**config.mk**
```make
export PLATFORM = sky130hd
export DESIGN_NAME = m_gen_sec
export DESIGN_NICKNAME = d
export VERILOG_FILES = /design/src/rtl/m_gen_sec.sv
export SDC_FILE = /design/constraint.sdc
export NUM_CORES = 1
export LEC_CHECK = 0
export ABC_AREA = 0
export ABC_CLOCK_PERIOD_IN_PS = 2200
export BUFFER_PORTS_ARGS = -buffer_cell sky130_fd_sc_hd__buf_2
export CAP_MARGIN = 20
export CORE_MARGIN = 3
export CORE_UTILIZATION = 45
export CTS_CLUSTER_DIAMETER = 30
export DETAILED_ROUTE_END_ITERATION = 12
export HOLD_SLACK_MARGIN = 0.03
export PLACE_DENSITY = 0.69
export SYNTH_ARGS = -nofsm -noshare
export SYNTH_HDL_FRONTEND = slang
export SYNTH_SLANG_ARGS = --single-unit
```
**constraint.sdc**
```tcl
create_clock -name clk -period 2.2 [get_ports clk]
set_input_delay 0.22 -clock clk [delete_from_list [all_inputs] [get_ports clk]]
set_output_delay 0.22 -clock clk [all_outputs]
set_load 0.02 [all_outputs]
```
**src/rtl/m_gen_sec.sv**
```systemverilog
// m_gen_sec: divides the board clock to a 1 Hz tick, keeps BCD seconds 00-59 and
// pulses clk_min on the 59->00 wrap. Define M_GEN_SEC_BLINK_EN to build the colon blink.
module m_gen_sec #(
    parameter int CLK_DIV = 50_000_000,
    parameter int DIV_W   = 26
) (
    input  logic       clk,
    input  logic       rst,
    input  logic       run,
    input  logic       clr,
    input  logic       load,
    input  logic [3:0] load_low,
    input  logic [3:0] load_high,
    output logic [3:0] sec_low,
    output logic [3:0] sec_high,
    output logic       tick_1hz,
    output logic       clk_min,
    output logic       blink
);
    localparam logic [DIV_W-1:0] DIV_TERM = DIV_W'(CLK_DIV - 1);
    localparam logic [DIV_W-1:0] DIV_ONE  = DIV_W'(1);
    localparam logic [DIV_W-1:0] DIV_ZERO = {DIV_W{1'b0}};

    function automatic logic [3:0] clamp_bcd(input logic [3:0] val, input logic [3:0] lim);
        if (val > lim) begin
            return lim;
        end else begin
            return val;
        end
    endfunction

    logic [DIV_W-1:0] div_cnt_r, div_cnt_s;
    logic [3:0]       sec_low_r, sec_low_s;
    logic [3:0]       sec_high_r, sec_high_s;
    logic             tick_r, tick_s;
    logic             min_r, min_s;

    // Next-state selection in priority order clr > load > count > hold
    always_comb begin
        div_cnt_s  = div_cnt_r;
        sec_low_s  = sec_low_r;
        sec_high_s = sec_high_r;
        tick_s     = 1'b0;
        min_s      = 1'b0;
        if (clr) begin
            div_cnt_s  = DIV_ZERO;
            sec_low_s  = 4'd0;
            sec_high_s = 4'd0;
        end else if (load) begin
            div_cnt_s  = DIV_ZERO;
            sec_low_s  = clamp_bcd(load_low, 4'd9);
            sec_high_s = clamp_bcd(load_high, 4'd5);
        end else if (run) begin
            if (div_cnt_r == DIV_TERM) begin
                div_cnt_s = DIV_ZERO;
                tick_s    = 1'b1;
                if (sec_low_r < 4'd9) begin
                    sec_low_s = sec_low_r + 4'd1;
                end else begin
                    sec_low_s = 4'd0;
                    if (sec_high_r < 4'd5) begin
                        sec_high_s = sec_high_r + 4'd1;
                    end else begin
                        sec_high_s = 4'd0;
                        min_s      = 1'b1;
                    end
                end
            end else begin
                div_cnt_s = div_cnt_r + DIV_ONE;
            end
        end else begin
            div_cnt_s  = div_cnt_r;
            sec_low_s  = sec_low_r;
            sec_high_s = sec_high_r;
        end
    end

    // State and output registers with synchronous reset
    always_ff @(posedge clk) begin
        if (rst) begin
            div_cnt_r  <= DIV_ZERO;
            sec_low_r  <= 4'd0;
            sec_high_r <= 4'd0;
            tick_r     <= 1'b0;
            min_r      <= 1'b0;
        end else begin
            div_cnt_r  <= div_cnt_s;
            sec_low_r  <= sec_low_s;
            sec_high_r <= sec_high_s;
            tick_r     <= tick_s;
            min_r      <= min_s;
        end
    end

    assign sec_low  = sec_low_r;
    assign sec_high = sec_high_r;
    assign tick_1hz = tick_r;
    assign clk_min  = min_r;

`ifdef M_GEN_SEC_BLINK_EN
    localparam logic [DIV_W-1:0] DIV_HALF = DIV_W'(CLK_DIV / 2);
    logic blink_r;

    // Colon blink: high during the first half of each second, frozen while paused
    always_ff @(posedge clk) begin
        if (rst || clr) begin
            blink_r <= 1'b0;
        end else if (run) begin
            blink_r <= (div_cnt_r < DIV_HALF);
        end else begin
            blink_r <= blink_r;
        end
    end

    assign blink = blink_r;
`else
    assign blink = 1'b0;
`endif

endmodule
```
==> impl_results.md <==
* Setup violators final at 0
* Net Count, Synth at about 250
* Post-Synth Adder-Cell Area at 0.0316
* Setup CP Type: flip-flop to flip-flop
* Final HPWL DP at 3050 microns
* Count of cell types in the netlist at 47
* Die footprint at 5230 sq um
* CTS Sinks at 36
* Drt drc at 0
* Switch share at 0.228
* Tcrit/Tclk final at 0.833
* CTS Buffer Depth at 2
* Routed vias at 1734
* Outcome: completed
* Relative max-transition margin at 0.654
* DR WL/cell at roughly 14 microns
* Part of the power in registers at 0.568
* Starting density of the core at 0.481
* Worst R2R Setup Slack at between 0.3 and 0.4 ns
* Vias in the first global route at roughly 1700
* Syn. warnings at 0
* Worst Hold Launch: load_low[1]
* Hold Crit Class: input pin to flip-flop
* Setup TNS at 0 ns
* PD cells at 540 nW/um^2
* First-pass GRT wire length at approximately 7200 microns
* Clock buffer count from CTS at 5
* Post-synth top area share at 0.364
* Layout cells sized above 1 at 0.157
* Peak supply drop at between 300 and 400 uV
* Most common cell after layout, fill and taps aside: dfxtp_1
* P_leak at ~0.75 nW
* Register area share after synthesis at 0.364
* CP required at between 2 and 2.5 ns
* Post-CTS Setup Inserts at 0
* Minimum clock period at between 1.5 and 2 ns
* I/O pin count at 24
* NetSw at 0.000266 W
* Finished Layout Cells at 299
* Setup Skew at 0.00532 ns
* Critical path launch point type: flip-flop
* Crit path DAT at roughly 2.0 ns
* Unrepaired setup endpoints after global routing: false
* Final setup margin at between 0.3 and 0.4 ns
* Clock Pin Slew Worst Setup and Hold Paths at ~0.07 ns
* CTS tree: done
* Global route overflow at 0
* Post-synthesis simple-gate area fraction at 0.308
* Die outline width at 72.3 microns
* Post-CTS Hold Buffers at 0
* Root buf cell: clkbuf_8
* Synth Area in Compound Gates at 0.174
* Main combinational cell family by area after synthesis: simple AND/OR/NAND/NOR gates
* Core region area at between 4000 and 5000 sq um
* Synth area leader: dfxtp_1
* P_int at 0.000902 W
* # fillers at 402
* Most frequent cells in the layout: dfxtp_1, buf_2, nor2_1, a21oi_1, nand4_1
* WHS Path Cells at 3
* Final GP Congestion at ~0.78
* P&R area growth vs syn at 9.42%
* Iter 0 DRT Violations at 76
* Tot Pwr at roughly 0.0012 W
* Post-synth EDFFs at 0
* Ranking of synthesized cells by area: dfxtp_1, nand4_1, nor2_1, xor2_1, a21oi_1
* Async S/R FF share, synth at 0
* Nets at between 200 and 300
* Worst flop-to-flop path endpoint: clk_min
* H-Tree Level Count at 2
* Final max-slew violation count at 0
* Row cnt at 23
* Synthesized cell area at about 2000 sq um
* Avg Cell Area, Syn at between 8 and 9 sq um
* Pin count of the biggest net entering global routing at 27
* Xor and xnor area share after synthesis at 0.0575
* Final hold viol count at 0
* Critical Path End Type: flip-flop
* Diode count at 0
* WL final at roughly 4200 microns
* Vias per cell at between 5 and 6
* DRT Pass-1 Iters at 4
* Max_cap viols at 0
* Antenna violations before repair at 0
* Worst-path fanout max at 8
* Ys flop type: dfxtp_1
* Mux contribution to synthesized area at 0.00506
* Gr usage total at 0.175
* Pre-CTS setup slack at approximately 0.36 ns
* Skew-Pair Late Insertion Delay at roughly 0.28 ns
* Die height at ~72 microns
* Hold Path Sink: sec_low[1]
* Antenna viol nets, final at 0
* Synth Instances at between 200 and 250
* Slew at the pin closest to its max-slew limit at 0.515 ns
* Clk pwr share at 0.368
* RR Startpoint: div_cnt_r[0]
* Placed Cells at roughly 290
* R2R depth at 5
* Worst hold slack at about 0.16 ns
* Post_cts resized at 0
* Yosys reg bits at 36
* FMAX at between 0.5 and 0.6 GHz
* Port buffer count at 22
* Part of the power in combinational logic at 0.064
==> logic make-up (layout without fill, tap and decap cells) <==
family,after synthesis,after routing
flops,36,36
other cells,1,1
xor+xnor,13,13
compound gates,51,51
simple gates,104,104
buf+inv,20,38
fa+ha+maj,5,5
mux,1,1
==> synthesized netlist by cell type (all sizes together) (2+ instances only) <==
library cell,n
buf,10
a31oi,3
or3,7
o31ai,7
o311ai,2
nand3,11
nand3b,2
nor3,6
nor4,4
or4,5
ha,5
a311oi,3
o41ai,3
o21ai,8
nand4,14
dfxtp,36
a21oi,17
a211oi,3
and4,7
nor2b,2
inv,8
xnor2,4
o211ai,2
and3,4
xor2,9
nor2,21
and2,3
nand2,14
clkbuf,2
or4b,2
==> registers in the layout, indices dropped and copies added, names as in the netlist <==
signal	cells
tick_1hz	1
clk_min	1
sec_low	4
div_cnt_r	26
sec_high	4
==> critical path, stage by stage, from the launching register on <==
cell,delay (ns)
dfxtp_1,0.36
ha_1,0.19
and3_1,0.34
and4_1,0.39
nand2_1,0.13
nor4_1,0.33
==> stage by stage <==
step	cell area [sq um]	utilization
floorplan	1980	-
global placement	2090	0.507
detailed placement	2090	0.507
CTS	2170	0.526
global route	2170	0.526
finish	2170	0.526
==> worst max-delay path by stage <==
stage,from,to,slack (ns),cells past startpoint
after detailed placement,div_cnt_r[0],sec_high[2],0.36,5
final,div_cnt_r[0],clk_min,0.37,5
after global routing,div_cnt_r[0],sec_high[1],0.20,5
after CTS,div_cnt_r[0],sec_high[2],0.37,5
after global placement,div_cnt_r[0],sec_high[2],0.39,5
after floorplan,div_cnt_r[0],div_cnt_r[23],0.54,7
==> metal layers <==
metal	wire length, microns	share of wire	GRT usage	vias to the layer above
met1	1940	0.47	0.217	787
li1	-	-	-	902
met3	237	0.057	0.0485	9
met4	82	0.020	0.0752	0
met2	1900	0.46	0.284	36
met5	0	0	0	-
==> layout make-up <==
type | instances | area, sq um | area share
sequential | 36 | 721 | 0.333
tap | 50 | 62.6 | 0.0289
clock inverter | 1 | 5.00 | 0.00231
clock buffer | 6 | 72.6 | 0.0335
timing repair buffer | 23 | 130 | 0.0601
multi-input combinational | 175 | 1140 | 0.529
inverter | 8 | 30.0 | 0.0139
==> power groups by stage <==
stage                     clock network (W)  logic [W]  registers [W]
after global placement                    0  0.0000751       0.000678
final                              0.000430  0.0000751       0.000664
after detailed placement                  0  0.0000753       0.000678
after CTS                          0.000453  0.0000758       0.000664
after global routing               0.000489  0.0000833       0.000664
after floorplan                           0  0.0000420       0.000682
(Power assumes the default switching activity.)
